File: src/rtl/sram_arb_pkg.sv
// Shared types for the external SRAM arbiter: FSM states, requester ids and the latched request payload.
package sram_arb_pkg;

    localparam int unsigned ARB_AW = 20;
    localparam int unsigned ARB_DW = 16;
    localparam int unsigned ARB_BE = 2;

    typedef enum logic [1:0] {
        IDLE,
        ACCESS,
        RECOV
    } state_e;

    typedef enum logic {
        REQ_A,
        REQ_B
    } req_id_e;

    typedef struct packed {
        logic              we;
        logic [ARB_AW-1:0] addr;
        logic [ARB_DW-1:0] wdata;
        logic [ARB_BE-1:0] be;
    } sram_req_t;

endpackage

File: src/rtl/rr_arb2.sv
// Two-way round-robin arbiter; on a tie the requester not granted last wins.
module rr_arb2
    import sram_arb_pkg::*;
(
    input  logic       clk,
    input  logic       reset_n,
    input  logic [1:0] req,
    input  logic       adv,
    output logic [1:0] gnt
);

    req_id_e last_q;
    req_id_e last_d;

    always_comb begin
        gnt = req;
        if (req == 2'b11) begin
            gnt = (last_q == REQ_B) ? 2'b01 : 2'b10;
        end
    end

    always_comb begin
        last_d = last_q;
        if (adv && (gnt != 2'b00)) begin
            last_d = gnt[1] ? REQ_B : REQ_A;
        end
    end

    // Reset to B so that A wins the first tie.
    always_ff @(posedge clk or negedge reset_n) begin
        if (!reset_n) begin
            last_q <= REQ_B;
        end else begin
            last_q <= last_d;
        end
    end

endmodule

File: src/rtl/sram_arbiter.sv
// Shares one async SRAM between requesters A and B; sequences the strobes for one access at a time.
module sram_arbiter
    import sram_arb_pkg::*;
#(
    parameter int unsigned AW       = ARB_AW,
    parameter int unsigned DW       = ARB_DW,
    parameter int unsigned WAIT_CYC = 2
) (
    input  logic          clk,
    input  logic          reset_n,

    input  logic          a_req,
    input  logic          a_we,
    input  logic [AW-1:0] a_addr,
    input  logic [DW-1:0] a_wdata,
    input  logic [1:0]    a_be,
    output logic          a_gnt,
    output logic          a_rvalid,
    output logic [DW-1:0] a_rdata,

    input  logic          b_req,
    input  logic          b_we,
    input  logic [AW-1:0] b_addr,
    input  logic [DW-1:0] b_wdata,
    input  logic [1:0]    b_be,
    output logic          b_gnt,
    output logic          b_rvalid,
    output logic [DW-1:0] b_rdata,

    output logic [AW-1:0] sram_addr,
    input  logic [DW-1:0] sram_dq_i,
    output logic [DW-1:0] sram_dq_o,
    output logic          sram_dq_oe,
    output logic          sram_ce_n,
    output logic          sram_oe_n,
    output logic          sram_we_n,
    output logic          sram_lb_n,
    output logic          sram_ub_n
);

    localparam int unsigned CW = (WAIT_CYC > 1) ? $clog2(WAIT_CYC) : 1;

    if (WAIT_CYC < 1) begin : g_bad_wait
        $error("sram_arbiter: WAIT_CYC must be >= 1");
    end
    if ((AW > ARB_AW) || (DW > ARB_DW)) begin : g_bad_width
        $error("sram_arbiter: AW/DW exceed the request payload width");
    end

    state_e          state_q, state_d;
    logic [CW-1:0]   cnt_q, cnt_d;
    sram_req_t       req_q, req_d;
    req_id_e         owner_q, owner_d;

    logic            a_gnt_q, a_gnt_d, b_gnt_q, b_gnt_d;
    logic            a_rvalid_q, a_rvalid_d, b_rvalid_q, b_rvalid_d;
    logic [DW-1:0]   a_rdata_q, a_rdata_d, b_rdata_q, b_rdata_d;
    logic [AW-1:0]   addr_q, addr_d;
    logic [DW-1:0]   dq_o_q, dq_o_d;
    logic            dq_oe_q, dq_oe_d;
    logic            ce_n_q, ce_n_d, oe_n_q, oe_n_d, we_n_q, we_n_d;
    logic            lb_n_q, lb_n_d, ub_n_q, ub_n_d;

    logic [1:0]      arb_gnt;
    logic            arb_adv;
    sram_req_t       a_fields, b_fields, sel, acc;
    logic            acc_on;

    rr_arb2 u_rr_arb2 (
        .clk     (clk),
        .reset_n (reset_n),
        .req     ({b_req, a_req}),
        .adv     (arb_adv),
        .gnt     (arb_gnt)
    );

    always_comb begin
        a_fields.we    = a_we;
        a_fields.addr  = ARB_AW'(a_addr);
        a_fields.wdata = ARB_DW'(a_wdata);
        a_fields.be    = a_be;
        b_fields.we    = b_we;
        b_fields.addr  = ARB_AW'(b_addr);
        b_fields.wdata = ARB_DW'(b_wdata);
        b_fields.be    = b_be;
        sel            = arb_gnt[1] ? b_fields : a_fields;
    end

    // Next-state and registered-output logic; strobes idle high unless an access is active.
    always_comb begin
        state_d    = state_q;
        cnt_d      = cnt_q;
        req_d      = req_q;
        owner_d    = owner_q;
        a_gnt_d    = 1'b0;
        b_gnt_d    = 1'b0;
        a_rvalid_d = 1'b0;
        b_rvalid_d = 1'b0;
        a_rdata_d  = a_rdata_q;
        b_rdata_d  = b_rdata_q;
        addr_d     = addr_q;
        dq_o_d     = dq_o_q;
        dq_oe_d    = 1'b0;
        ce_n_d     = 1'b1;
        oe_n_d     = 1'b1;
        we_n_d     = 1'b1;
        lb_n_d     = 1'b1;
        ub_n_d     = 1'b1;
        arb_adv    = 1'b0;
        acc        = req_q;
        acc_on     = 1'b0;

        case (state_q)
            IDLE: begin
                if (arb_gnt != 2'b00) begin
                    arb_adv = 1'b1;
                    a_gnt_d = arb_gnt[0];
                    b_gnt_d = arb_gnt[1];
                    owner_d = arb_gnt[1] ? REQ_B : REQ_A;
                    req_d   = sel;
                    cnt_d   = CW'(WAIT_CYC - 1);
                    state_d = ACCESS;
                    acc     = sel;
                    acc_on  = 1'b1;
                end
            end
            ACCESS: begin
                if (cnt_q != '0) begin
                    cnt_d  = cnt_q - CW'(1);
                    acc_on = 1'b1;
                end else begin
                    state_d = RECOV;
                    // Write data stays on the bus through recovery for hold time.
                    dq_oe_d = req_q.we;
                    if (!req_q.we) begin
                        if (owner_q == REQ_B) begin
                            b_rvalid_d = 1'b1;
                            b_rdata_d  = sram_dq_i;
                        end else begin
                            a_rvalid_d = 1'b1;
                            a_rdata_d  = sram_dq_i;
                        end
                    end
                end
            end
            RECOV: begin
                state_d = IDLE;
            end
            default: begin
                state_d = IDLE;
            end
        endcase

        if (acc_on) begin
            addr_d  = AW'(acc.addr);
            ce_n_d  = 1'b0;
            lb_n_d  = ~acc.be[0];
            ub_n_d  = ~acc.be[1];
            we_n_d  = ~acc.we;
            oe_n_d  = acc.we;
            dq_oe_d = acc.we;
            if (acc.we) begin
                dq_o_d = DW'(acc.wdata);
            end
        end
    end

    always_ff @(posedge clk or negedge reset_n) begin
        if (!reset_n) begin
            state_q    <= IDLE;
            cnt_q      <= '0;
            req_q      <= '0;
            owner_q    <= REQ_A;
            a_gnt_q    <= 1'b0;
            b_gnt_q    <= 1'b0;
            a_rvalid_q <= 1'b0;
            b_rvalid_q <= 1'b0;
            a_rdata_q  <= '0;
            b_rdata_q  <= '0;
            addr_q     <= '0;
            dq_o_q     <= '0;
            dq_oe_q    <= 1'b0;
            ce_n_q     <= 1'b1;
            oe_n_q     <= 1'b1;
            we_n_q     <= 1'b1;
            lb_n_q     <= 1'b1;
            ub_n_q     <= 1'b1;
        end else begin
            state_q    <= state_d;
            cnt_q      <= cnt_d;
            req_q      <= req_d;
            owner_q    <= owner_d;
            a_gnt_q    <= a_gnt_d;
            b_gnt_q    <= b_gnt_d;
            a_rvalid_q <= a_rvalid_d;
            b_rvalid_q <= b_rvalid_d;
            a_rdata_q  <= a_rdata_d;
            b_rdata_q  <= b_rdata_d;
            addr_q     <= addr_d;
            dq_o_q     <= dq_o_d;
            dq_oe_q    <= dq_oe_d;
            ce_n_q     <= ce_n_d;
            oe_n_q     <= oe_n_d;
            we_n_q     <= we_n_d;
            lb_n_q     <= lb_n_d;
            ub_n_q     <= ub_n_d;
        end
    end

    assign a_gnt      = a_gnt_q;
    assign b_gnt      = b_gnt_q;
    assign a_rvalid   = a_rvalid_q;
    assign b_rvalid   = b_rvalid_q;
    assign a_rdata    = a_rdata_q;
    assign b_rdata    = b_rdata_q;
    assign sram_addr  = addr_q;
    assign sram_dq_o  = dq_o_q;
    assign sram_dq_oe = dq_oe_q;
    assign sram_ce_n  = ce_n_q;
    assign sram_oe_n  = oe_n_q;
    assign sram_we_n  = we_n_q;
    assign sram_lb_n  = lb_n_q;
    assign sram_ub_n  = ub_n_q;

endmodule
File: config.mk
export PLATFORM = sky130hd
export DESIGN_NAME = sram_arbiter
export DESIGN_NICKNAME = d
export VERILOG_FILES = /design/src/rtl/sram_arb_pkg.sv /design/src/rtl/rr_arb2.sv /design/src/rtl/sram_arbiter.sv
export SDC_FILE = /design/constraint.sdc
export NUM_CORES = 1
export LEC_CHECK = 0
export CAP_MARGIN = 20
export CORE_UTILIZATION = 45
export DETAILED_ROUTE_END_ITERATION = 12
export PLACE_DENSITY = 0.8
export SLEW_MARGIN = 20
export SYNTH_ARGS = -nofsm -noshare
export SYNTH_HDL_FRONTEND = slang
export SYNTH_SLANG_ARGS = --single-unit
File: constraint.sdc
create_clock -name clk -period 2.67 [get_ports clk]
set_input_delay 0.267 -clock clk [delete_from_list [all_inputs] [get_ports clk]]
set_output_delay 0.267 -clock clk [all_outputs]
set_load 0.02 [all_outputs]
Yosys cells after proc, flatten, opt, wreduce, memory -nomap -nowiden
Index checks and enable logic that the tools add are counted.
Cells by class
  bitwise operators: 6
  reduce and logical (&&, ||, !) cells: 10
  equality and inequality tests: 4
  div/mod/pow operators: 0
  multiplexer cells: 36
  $add $sub $neg: 1
  multipliers: 0
  magnitude comparators: 0
  shift-type cells: 0
Operators with widths (count)
  two-way mux 39 bit: 3
  two-way mux 1 bit: 26
  two-way mux 2 bit: 4
  AND reduction 2 bit: 4
  AND reduction 4 bit: 2
  inverter 1 bit: 6
  != test 2 bit, second input constant: 2
  one-hot mux 1 bit (2 select lines): 2
  one-hot mux 2 bit (2 select lines): 1
  nonzero test 2 bit: 2
  equality test 2 x 1 -> 1 bit, second input constant: 1
  equality test 2 bit, second input constant: 1
  logical NOT 2 bit: 1
  logical AND 1 bit: 1
  subtractor 1 bit, second input constant: 1
Storage, ports and cells
  memories kept: 0
  register bits: 122
  bits in latches: 0
  bits of input ports: 98
  output and inout bits: 78
  bits in writable memories: 0
  word-level logic and storage cells: 79
  ROM bits: 0

Longest topological paths before layout
  depth after elaboration: 7
  mapped depth: 6
  gate-level depth less buffers: 5

Modules after synthesis
A second synthesis with hierarchy kept.
Unflattened totals
  cell total of the unflattened synthesis: 362
  area total of the unflattened synthesis: 4919.7 µm²
Modules (own cells, without submodules)
  sram_arbiter: sequential area each 3034.2 µm², cells each 356, area an instance 4863.4 µm², times used 1
  rr_arb2: sequential area each 26.3 µm², cells each 6, area an instance 56.3 µm², times used 1

Least setup slack after synthesis
OpenSTA, ideal clock, no wires.
  path kind: reg-to-reg
  start point: register u_rr_arb2.last_q
  end point: register dq_o_q[10] (netlist: sram_dq_o[10])
  path buffers: 1
  required time: 2542 ps
  arrival time: 1750 ps
  slack: 793 ps
  cell stages (with the launch flop): 6
  library setup time: 128 ps
  clock period less this slack: 1877 ps
  cell sequence: dfstp_2 a21bo_2 nand2_1 a311oi_4 buf_6 mux2_1
On the way
  longest elaborated chain between the ends: 6
  elaborated cells on any way between the ends: 9
  those cells by class: mux (7); reduce/logical (2)
Ends and longest elaborated chain
  start, declared: RTL line rr_arb2.sv:12  | req_id_e last_q;
  start signal, assigned: RTL line rr_arb2.sv:34  | last_q <= last_d;
  two-way mux 2 bit (*): RTL line rr_arb2.sv:18  | gnt = (last_q == REQ_B) ? 2'b01 : 2'b10;
  two-way mux 2 bit (*): RTL line rr_arb2.sv:17  | if (req == 2'b11) begin
  nonzero test 2 bit / two-way mux 39 bit (equally long branches): RTL line sram_arbiter.sv:115, sram_arbiter.sv:86
  two-way mux 1 bit / two-way mux 39 bit (equally long branches)
  one-hot mux 1 bit (2 select lines) / two-way mux 39 bit (equally long branches): RTL line sram_arbiter.sv:113  | case (state_q)
  AND reduction 2 bit (no source line)
  end signal, assigned: RTL line sram_arbiter.sv:200  | dq_o_q <= dq_o_d;
  end, declared: RTL line sram_arbiter.sv:59  | logic [DW-1:0] dq_o_q, dq_o_d;
Mark *: on every way between the ends. The rest lies on a longest branch, timed or not.
A chain may end at the register's enable or synchronous reset.

Worst setup path after layout
  start point: register state_q[1]
  end point: register b_rdata_q[4] (netlist: b_rdata[4])
On the way
  longest elaborated chain between the ends: 2
Ends and longest elaborated chain
  start, declared: RTL line sram_arbiter.sv:50  | state_e state_q, state_d;
  start signal, assigned: RTL line sram_arbiter.sv:189  | state_q <= state_d;
  equality test 2 x 1 -> 1 bit: RTL line sram_arbiter.sv:113
  AND reduction 4 bit (no source line)
  end signal, assigned: RTL line sram_arbiter.sv:198  | b_rdata_q <= b_rdata_d;
  end, declared: RTL line sram_arbiter.sv:57  | logic [DW-1:0] a_rdata_q, a_rdata_d, b_rdata_q, b_rdata_d;
Every way passes these cells.

==> impl_metrics.sql <==
INSERT INTO impl_metrics (metric_group, metric, value, unit) VALUES
('synthesis', 'ys.warnings.count', '0', ''),
('timing', 'period_needed', '2.08', 'ns'),
('drt', 'postRouteAntennaNets', '0', ''),
('clocking', 'clk_path_buf_depth', '2', ''),
('timing', 'setup_violations', '0', ''),
('final_layout', 'layout-drive-gt1-share', '0.150', ''),
('floorplan', 'ioPinCount', '176', ''),
('final_layout', 'instances_no_fill', '770', ''),
('final_layout', 'multi_input_area', '1740', 'µm²'),
('final_layout', 'antennaDiodeCount', '0', ''),
('synthesis', 'ys_types', '30', ''),
('drt', 'via_count', '3968', ''),
('worst_setup_path', 'critical_path_arrival', '2.45', 'ns'),
('timing', 'min_period_over_period', '0.779', ''),
('drt', 'wl', '12.4', 'mm'),
('floorplan', 'rows', '37', ''),
('place', 'numPlacedInstances', '738', ''),
('place', 'place_ws', '0.272', 'ns'),
('worst_setup_path', 'worstPathCellList', 'nand2b_1 > or2_1 > or3_1 > mux2_2', ''),
('timing', 'finClkSkew', '0.00957', 'ns'),
('synthesis', 'synth_top_cell_by_area', 'dfrtp_1', ''),
('place', 'place_congestion', '0.765', ''),
('final_layout', 'area_delta_synth_final', '49.7', '%'),
('drt', 'routed_wire_length_per_instance', '16.1', 'µm'),
('synthesis', 'synth_area_per_cell', '11.2', 'µm²'),
('global_route', 'grt_start_max_net_pins', '61', ''),
('worst_setup_path', 'critPathKind', 'reg2reg', ''),
('timing', 'grt_setup_unrepaired', 'no', ''),
('floorplan', 'core_area', '10500', 'µm²'),
('place', 'count_of_input_and_output_buffers', '175', ''),
('final_layout', 'nNetsFinal', '720', ''),
('floorplan', 'die_width', '107', 'µm'),
('clocking', 'cts_resized', '0', ''),
('drt', 'drt_drc_violations_left', '0', ''),
('place', 'dp.final_hpwl', '8.61', 'mm'),
('worst_setup_path', 'cp-end-kind', 'flop', ''),
('synthesis', 'ys_ff_latch', '122', ''),
('clocking', 'clock_sink_count', '122', ''),
('final_layout', 'final-seq-area', '3060', 'µm²'),
('synthesis', 'netlist_instances', '443', ''),
('synthesis', 'synthTopCellsByArea', 'dfrtp_1 (59%), mux2_2 (9.1%), nand2_1 (7.7%), dfstp_2 (3.2%), nor2_1 (3.1%)', ''),
('power', 'max-vdd-ir-drop', '0.633', 'mV'),
('clocking', 'total_clock_buffers_created_by_cts', '17', ''),
('timing', 'achievable-frequency', '481', 'MHz'),
('synthesis', 'seq_area_frac_synth', '0.620', ''),
('floorplan', 'die_height', '107', 'µm'),
('worst_setup_path', 'critical_path_s_largest_stage_delay', '0.65', 'ns'),
('drt', 'detail_route.vias_per_cell', '5.15', ''),
('min_path', 'hold_class', 'in2async', ''),
('clocking', 'clk_latency', '0.49', 'ns'),
('clocking', 'clock_tree.htree_level_count', '4', ''),
('clocking', 'post-cts-setup-buffer-count', '0', ''),
('timing', 'worst_pin_slew', '0.769', 'ns'),
('global_route', 'grt_usage', '0.227', ''),
('run_status', 'status', 'finished, final reports clean', ''),
('clocking', 'ctsRootBufferMaster', 'clkbuf_8', ''),
('worst_setup_path', 'crit_required', '3.04', 'ns'),
('global_route', 'overflow', '0', ''),
('synthesis', 'netlist_area', '4940', 'µm²'),
('global_route', 'antenna_violations_before_repair', '0', ''),
('timing', 'timing.max_slew.rel_slack', '0.487', ''),
('clocking', 'clk_transition_reported_paths', '0.06', 'ns'),
('synthesis', 'synthDominantCellAreaShare', '0.588', ''),
('power', 'static-leakage-power', '0.00320', 'µW'),
('job', 'max-cap-violations', '0', ''),
('worst_setup_path', 'largest_fanout_on_the_critical_path', '17', ''),
('clocking', 'cts_tree', 'built', ''),
('worst_setup_path', 'crit_path_slowest_cell', 'or3_1', ''),
('final_layout', 'layout.filler_cells', '786', ''),
('floorplan', 'design.die.area', '11400', 'µm²'),
('drt', 'dr.pass1.iters', '4', ''),
('power', 'power-per-cell-area', '1300', 'nW/µm²'),
('timing', 'tns', '0', 'ns'),
('floorplan', 'floorplan.initialDensity', '0.472', ''),
('global_route', 'grt_first_pass_wirelength', '19.9', 'mm'),
('timing', 'smallest_hold_slack', '0.306', 'ns'),
('worst_setup_path', 'critPathLaunchType', 'flop', ''),
('timing', 'hold_viol_final', '0', ''),
('clocking', 'cts_hold_buf', '1', ''),
('global_route', 'first_global_vias', '4181', ''),
('synthesis', 'synthesis.nets', '541', ''),
('drt', 'detailedRoute.firstIterationViolations', '154', ''),
('timing', 'setup_slack', '0.589', 'ns'),
('timing', 'maxSlewViolCount', '0', '');
-- sequential cells by signal, summed over array words and instances (netlist names), 2 cells and up --
name,cells
req_q,39
sram_addr,20
a_rdata,16
b_rdata,16
sram_dq_o,16
state_q,2
-- metrics by stage --
stage / total power [µW] / util / instance area [µm²]
CTS: 9700 / 0.707 / 7400
global placement: 7420 / 0.655 / 6850
detailed placement: 7630 / 0.655 / 6850
global route: 10200 / 0.707 / 7400
floorplan: 5710 / - / 4940
finish: 9610 / 0.707 / 7400
-- synthesized netlist by cell type --
cell,number
a21o_1,2
mux2_1,8
dfstp_2,6
a311oi_4,1
clkbuf_1,15
a21oi_1,21
o21bai_1,1
nor3_1,2
buf_1,2
dfrtp_1,116
nand2_1,101
o31ai_1,20
or2_1,2
nand2b_1,2
buf_4,2
a21boi_1,1
mux2_2,40
nor2_1,41
buf_2,6
a21bo_2,1
nor3_2,1
a31oi_1,20
nor2b_1,1
buf_6,2
inv_1,5
nor3_4,1
and3_1,20
inv_2,1
or3_1,1
and2_1,1
-- routing by layer --
metal	wire length, µm	GRT usage
met4	187	0.0861
met2	6390	0.400
met1	5080	0.265
met3	706	0.0565
met5	0	0
-- area by class of cell --
cell class,instances,share of cell area
clock buffer,20,0.0589
clock inverter,11,0.0135
inverter,6,0.00305
multi-input combinational,288,0.235
sequential,122,0.414
tap,136,0.0230
timing repair buffer,187,0.252
-- path summary, 6_finish.rpt --
kind | depth (start not counted) | start | end | slack (ns)
max | 4 | state_q[1]$_DFFE_PN0P_ | b_rdata[4]$_DFFE_PN0P_ | 0.59
min | 2 | reset_n | req_q[25]$_DFF_PN0_ | 0.31
max reg2reg | 4 | state_q[1]$_DFFE_PN0P_ | b_rdata[4]$_DFFE_PN0P_ | 0.59
min reg2reg | 2 | sram_addr[4]$_DFFE_PN0P_ | sram_addr[4]$_DFFE_PN0P_ | 0.47
max in group asynchronous | 3 | reset_n | a_rdata[3]$_DFFE_PN0P_ | 1.54
min in group clk | 3 | a_wdata[3] | req_q[5]$_DFF_PN0_ | 0.36
-- cells in the final DEF (no fill, tap or decap), types with 10 or more instances in the layout --
| cell type | n |
|---|---|
| nand2_1 | 101 |
| and3_1 | 20 |
| clkdlybuf4s50_1 | 174 |
| a21oi_1 | 21 |
| o31ai_1 | 20 |
| nor2_1 | 40 |
| clkbuf_16 | 16 |
| a31oi_1 | 20 |
| buf_4 | 10 |
| mux2_2 | 40 |
| dfrtp_1 | 116 |
-- critical path: cells and delay by family, from the launching register on --
kind	cells	cell delay [ns]
DFF	1	0.44
and+or+nand+nor	3	1.11
muxes	1	0.41
-- power by group --
| group | total (µW) | switching, µW | internal (µW) |
|---|---|---|---|
| logic | 4310 | 2260 | 2050 |
| clock network | 2030 | 783 | 1250 |
| registers | 3270 | 441 | 2830 |
-- kinds of logic (layout without fill, tap and decap cells) --
logic type | Yosys count | after routing | share of synthesized area
buf+inv | 33 | 224 | 0.0312
flops | 122 | 122 | 0.620
simple gates | 173 | 173 | 0.149
mux | 48 | 48 | 0.109
compound gates | 67 | 67 | 0.0904
No activity file was read; power rests on OpenSTA's default activity.
